File: src/rtl/adder_arbiter_pkg.sv
// Shared definitions for the two-requester adder arbiter: FSM encoding,
// requester ids and the round-robin pick helper.
package adder_arbiter_pkg;

    typedef enum logic [1:0] {
        ST_IDLE = 2'd0,
        ST_EXEC = 2'd1,
        ST_RESP = 2'd2
    } state_t;

    localparam logic ID_REQ0 = 1'b0;
    localparam logic ID_REQ1 = 1'b1;

    // A lone valid requester always wins; when both are valid, rr_ptr decides.
    function automatic logic rr_pick(input logic valid0, input logic valid1, input logic ptr);
        logic id;
        if (valid0 && valid1) begin
            id = ptr;
        end else if (valid1) begin
            id = ID_REQ1;
        end else begin
            id = ID_REQ0;
        end
        return id;
    endfunction

endpackage

File: src/rtl/adder_arbiter_nbit_adder.sv
// Plain n-bit ripple-style adder with carry in/out; purely combinational.
module Nbit_Adder #(
    parameter int n = 8
) (
    input  logic [n-1:0] a,
    input  logic [n-1:0] b,
    input  logic         cin,
    output logic [n-1:0] sum,
    output logic         cout
);

    // Full (n+1)-bit sum; the top bit is the carry-out.
    assign {cout, sum} = {1'b0, a} + {1'b0, b} + {{n{1'b0}}, cin};

endmodule

File: src/rtl/adder_arbiter.sv
// Shares one Nbit_Adder between two requesters with round-robin arbitration.
// Each accepted operation takes IDLE -> EXEC -> RESP; no new request is
// accepted until the pending result has been handed to the consumer.
//
//  state   | meaning
//  --------+---------------------------------------------------------------
//  ST_IDLE | waiting for a request; combinational grant drives req*_ready
//  ST_EXEC | adder evaluates latched operands; result captured at the edge
//  ST_RESP | result presented on rsp_*; held until rsp_ready
module adder_arbiter
    import adder_arbiter_pkg::*;
#(
    parameter int N = 8
) (
    input  logic         clk,
    input  logic         rst_n,
    input  logic         req0_valid,
    output logic         req0_ready,
    input  logic [N-1:0] req0_a,
    input  logic [N-1:0] req0_b,
    input  logic         req0_cin,
    input  logic         req1_valid,
    output logic         req1_ready,
    input  logic [N-1:0] req1_a,
    input  logic [N-1:0] req1_b,
    input  logic         req1_cin,
    output logic         rsp_valid,
    input  logic         rsp_ready,
    output logic         rsp_id,
    output logic [N-1:0] rsp_sum,
    output logic         rsp_cout
);

    state_t       state;
    state_t       state_next;
    logic         rr_ptr;
    logic         grant_id;
    logic         accept;

    logic [N-1:0] op_a;
    logic [N-1:0] op_b;
    logic         op_cin;
    logic         op_id;

    logic [N-1:0] add_sum;
    logic         add_cout;

    Nbit_Adder #(.n(N)) u_adder (
        .a    (op_a),
        .b    (op_b),
        .cin  (op_cin),
        .sum  (add_sum),
        .cout (add_cout)
    );

    // State register.
    always_ff @(posedge clk or negedge rst_n) begin
        if (!rst_n) begin
            state <= ST_IDLE;
        end else begin
            state <= state_next;
        end
    end

    // Grant, ready and next-state decode. Ready is gated by rst_n so both
    // ready outputs read 0 while reset is held, even with valid asserted.
    always_comb begin
        state_next = state;
        req0_ready = 1'b0;
        req1_ready = 1'b0;
        accept     = 1'b0;
        grant_id   = rr_pick(req0_valid, req1_valid, rr_ptr);
        unique case (state)
            ST_IDLE: begin
                if ((req0_valid || req1_valid) && rst_n) begin
                    accept     = 1'b1;
                    req0_ready = (grant_id == ID_REQ0);
                    req1_ready = (grant_id == ID_REQ1);
                    state_next = ST_EXEC;
                end
            end
            ST_EXEC: begin
                state_next = ST_RESP;
            end
            ST_RESP: begin
                if (rsp_ready) begin
                    state_next = ST_IDLE;
                end
            end
            default: begin
                state_next = ST_IDLE;
            end
        endcase
    end

    // Operand capture on accept, result capture in EXEC, round-robin update.
    always_ff @(posedge clk or negedge rst_n) begin
        if (!rst_n) begin
            op_a     <= '0;
            op_b     <= '0;
            op_cin   <= 1'b0;
            op_id    <= ID_REQ0;
            rr_ptr   <= ID_REQ0;
            rsp_sum  <= '0;
            rsp_cout <= 1'b0;
            rsp_id   <= ID_REQ0;
        end else begin
            if (accept) begin
                op_a   <= (grant_id == ID_REQ1) ? req1_a   : req0_a;
                op_b   <= (grant_id == ID_REQ1) ? req1_b   : req0_b;
                op_cin <= (grant_id == ID_REQ1) ? req1_cin : req0_cin;
                op_id  <= grant_id;
                rr_ptr <= ~grant_id;
            end
            if (state == ST_EXEC) begin
                rsp_sum  <= add_sum;
                rsp_cout <= add_cout;
                rsp_id   <= op_id;
            end
        end
    end

    // RESP is entered only from the EXEC capture edge, so valid follows state.
    assign rsp_valid = (state == ST_RESP);

endmodule

File: config.mk
export PLATFORM = sky130hd
export DESIGN_NAME = adder_arbiter
export DESIGN_NICKNAME = d
export VERILOG_FILES = /design/src/rtl/adder_arbiter_pkg.sv /design/src/rtl/adder_arbiter_nbit_adder.sv /design/src/rtl/adder_arbiter.sv
export SDC_FILE = /design/constraint.sdc
export NUM_CORES = 1
export LEC_CHECK = 0
export BUFFER_PORTS_ARGS = -buffer_cell sky130_fd_sc_hd__buf_2
export CORE_MARGIN = 4
export CORE_UTILIZATION = 50
export DETAILED_ROUTE_END_ITERATION = 10
export HOLD_SLACK_MARGIN = 0.02
export PLACE_DENSITY = 0.78
export SLEW_MARGIN = 0
export SYNTH_ARGS = -nofsm -noshare
export SYNTH_HDL_FRONTEND = slang
export SYNTH_SLANG_ARGS = --single-unit
File: constraint.sdc
create_clock -name clk -period 3.02 [get_ports clk]
set_input_delay 0.151 -clock clk [delete_from_list [all_inputs] [get_ports clk]]
set_output_delay 0.151 -clock clk [all_outputs]
set_load 0.01 [all_outputs]
==> metrics.yaml <==
fp.dieW_um: 66.4
ir_drop_v: 0.000355
critical_path_arrival_ps: 2600
cellInternalPower_mw: 1.19
hold_start: "req1_b[7]"
synth.area.top_cells: "dfrtp_1 (45%), mux2i_1 (10%), a21oi_1 (5.6%)"
grt_max_degree: 37
postSynthAreaPerCell_um2: 10.6
netlist_instances: 161
layout.nets: 264
yosysMostFrequentCell: "dfrtp_1"
first_pass_grt_wire_length_um: 6240
vias: 1367
powerDensity_mw_per_mm2: 954
grt_usage_pct: 18.9
final-hold-violation-count: 0
fin_tns_setup_ps: 0
row_count: 20
route.detailed.wl_per_inst_um: 13.7
maxSlewHeadroom_pct: 70.3
worst_hold_path_depth: 3
ctsRootBufferMaster: "clkbuf_4"
crit_fanout: 3
postSynth.topFlopCell: "dfrtp_1"
yosysSeqAreaShare_pct: 45.5
pwr-share-seq_pct: 35.6
critical_path.reg2reg.startpoint: "op_a[0]"
timing.critical_path.to_type: "flop"
kind_of_path_behind_the_tightest_hold_check: "input port to flop"
gp_routability_congestion: 0.763
synth-edff-count: 0
power_switching_share_pct: 40.0
period_needed_ps: 2350
share_comb_of_total_power_pct: 50.8
synth_warnings: 0
net-switching-power_uw: 795
route.antenna.remaining_nets: 0
cts_inserted_buffers: 5
tritoncts: "yes"
portBuffers: 51
cts.htree.levels: 2
drt-total-wl_um: 3580
report.final.setup_viol: 0
syn_to_final_growth_pct: 21.9
synth_async_sr_flop_share_pct: 100
cts_num_sinks: 31
critPathKind: "flop to flop"
leakagePower_nw: 1.02
die_area_mm2: 0.00441
netlist.area_leader.share_pct: 45.5
stdcell_area_mm2: 0.00208
cts_max_path_buffers: 2
die_height_um: 66.4
via_per_inst: 5.24
worst_slew_pin_slew_ps: 446
worst_hold_slack_ps: 128
first_global_vias: 1419
number_of_distinct_library_cells_after_synthesis: 41
timing.reg2reg.setup_slack_ps: 670
p_clk_share_pct: 13.6
worstPathRequired_ps: 3270
post_synth_most_frequent_cells: "dfrtp_1 (31), nor2_1 (21), a21oi_1 (19)"
rsz0062_at_grt: "no"
clkLatencyLatePin_ps: 330
worst_setup_path_start_kind: "flop"
post-synth-top-area-cell: "dfrtp_1"
floorplan.initialDensity_pct: 54.1
worst_hold_path.endpoint: "op_b[7]"
count_of_maximum_capacitance_violations: 0
detailedPlacementHpwl_um: 2760
drc: 0
detailedRoute.firstIterationViolations: 83
clock_pin_transition_on_the_worst_setup_and_hold_timing_paths_ps: 100
worst-r2r-cell-count: 6
antenna_violations_before_repair: 0
syn_area_mm2: 0.00171
post_dp_cell_area_mm2: 0.00199
insertedDiodeCount: 0
first_pass_iters: 4
synth_seq_cells: 31
final-max-slew-violation-count: 0
core_outline_area_mm2: 0.00315
clock-skew-final_ps: 10.3
cts_post_setup_buffers_inserted: 0
post_route_cells_drive_above_1_share_pct: 32.7
layout_worst_path_cycle_share_pct: 78.0
clock.fmax_mhz: 425
pin_count: 52
gr-total-overflow: 0
outcome: "completed"
worst_r2r_endpoint: "rsp_sum[6]"
synth.net_count: 209
-- worst max-delay path by stage --
| stage | start | to | depth (start not counted) |
|---|---|---|---|
| after global routing | op_a[0] | rsp_cout | 6 |
| after global placement | op_a[0] | rsp_cout | 6 |
| after detailed placement | op_a[0] | rsp_sum[6] | 6 |
| after floorplan | op_a[0] | rsp_cout | 6 |
| after CTS | op_a[0] | rsp_sum[6] | 6 |
| final | op_a[0] | rsp_sum[6] | 6 |
-- power groups by stage --
stage	sequential, mW	combinational (mW)	clock (mW)
after detailed placement	0.718	1.01	0
after global routing	0.737	1.13	0.301
after global placement	0.704	0.954	0
final	0.707	1.01	0.270
after CTS	0.708	1.01	0.279
after floorplan	0.723	0.724	0
-- registers in the layout, summed over array words and instances (netlist names) --
| signal | count |
|---|---|
| rsp_cout | 1 |
| state | 2 |
| rr_ptr | 1 |
| op_a | 8 |
| op_cin | 1 |
| rsp_sum | 8 |
| op_b | 8 |
| op_id | 1 |
| rsp_id | 1 |
-- area by class of cell --
cell class              instances  area [um^2]
multi-input cells             117          865
inverters                       5         18.8
fillers                       287         1070
clock buffers                   8         68.8
flip-flops and latches         31          776
repair buffers                 56          298
well taps                      44         55.1
-- critical path, cell delays in order, from the launching register on --
cell	delay [ps]
dfrtp_1	410
fa_1	500
fa_1	460
a211oi_2	300
nor2_1	110
o31a_1	270
o31ai_2	220
-- logic make-up (layout without fill, tap and decap cells) --
logic type      Yosys count  after routing  share of synthesized area, %
simple gates             42             42                          12.8
mux                      19             19                          11.3
xor+xnor                  2              2                          1.03
flops                    31             31                          45.5
fa+ha+maj                 9              9                          7.48
compound gates           45             45                          17.3
buf+inv                  13             69                          4.62
-- stage by stage --
step / total power [mW] / instances / setup WS (ps) / util (%)
floorplan: 1.45 / 161 / 848 / -
global placement: 1.66 / 251 / 790 / 63.2
detailed placement: 1.72 / 251 / 671 / 63.2
CTS: 2.00 / 261 / 657 / 66.0
global route: 2.17 / 261 / 556 / 66.0
finish: 1.99 / 261 / 665 / 66.0
-- per-layer routing --
metal  global-route usage (%)  routed length, um  share of wire (%)
met4                     6.35                 50                1.4
met2                     31.2               1620                 45
met3                     6.80                250                7.0
met1                     22.7               1670                 47
met5                        0                  0                  0
-- repair_timing --
item	4_1_cts	5_1_grt
resized for setup	0	0
endpoints found under the hold margin	32	0
hold buffers	2	0
-- cells in the final DEF, fill, tap and decap left out, types with 3 or more instances in the layout --
cell / count
mux2i_1: 17
clkbuf_4: 5
inv_1: 5
nor2_1: 21
a21oi_1: 19
ha_1: 7
dfrtp_1: 31
nor3_1: 3
buf_2: 51
buf_4: 3
o21ai_0: 3
nand2_1: 5
o21ai_1: 3
o21bai_1: 3
Power figures use the tool's default switching activity.
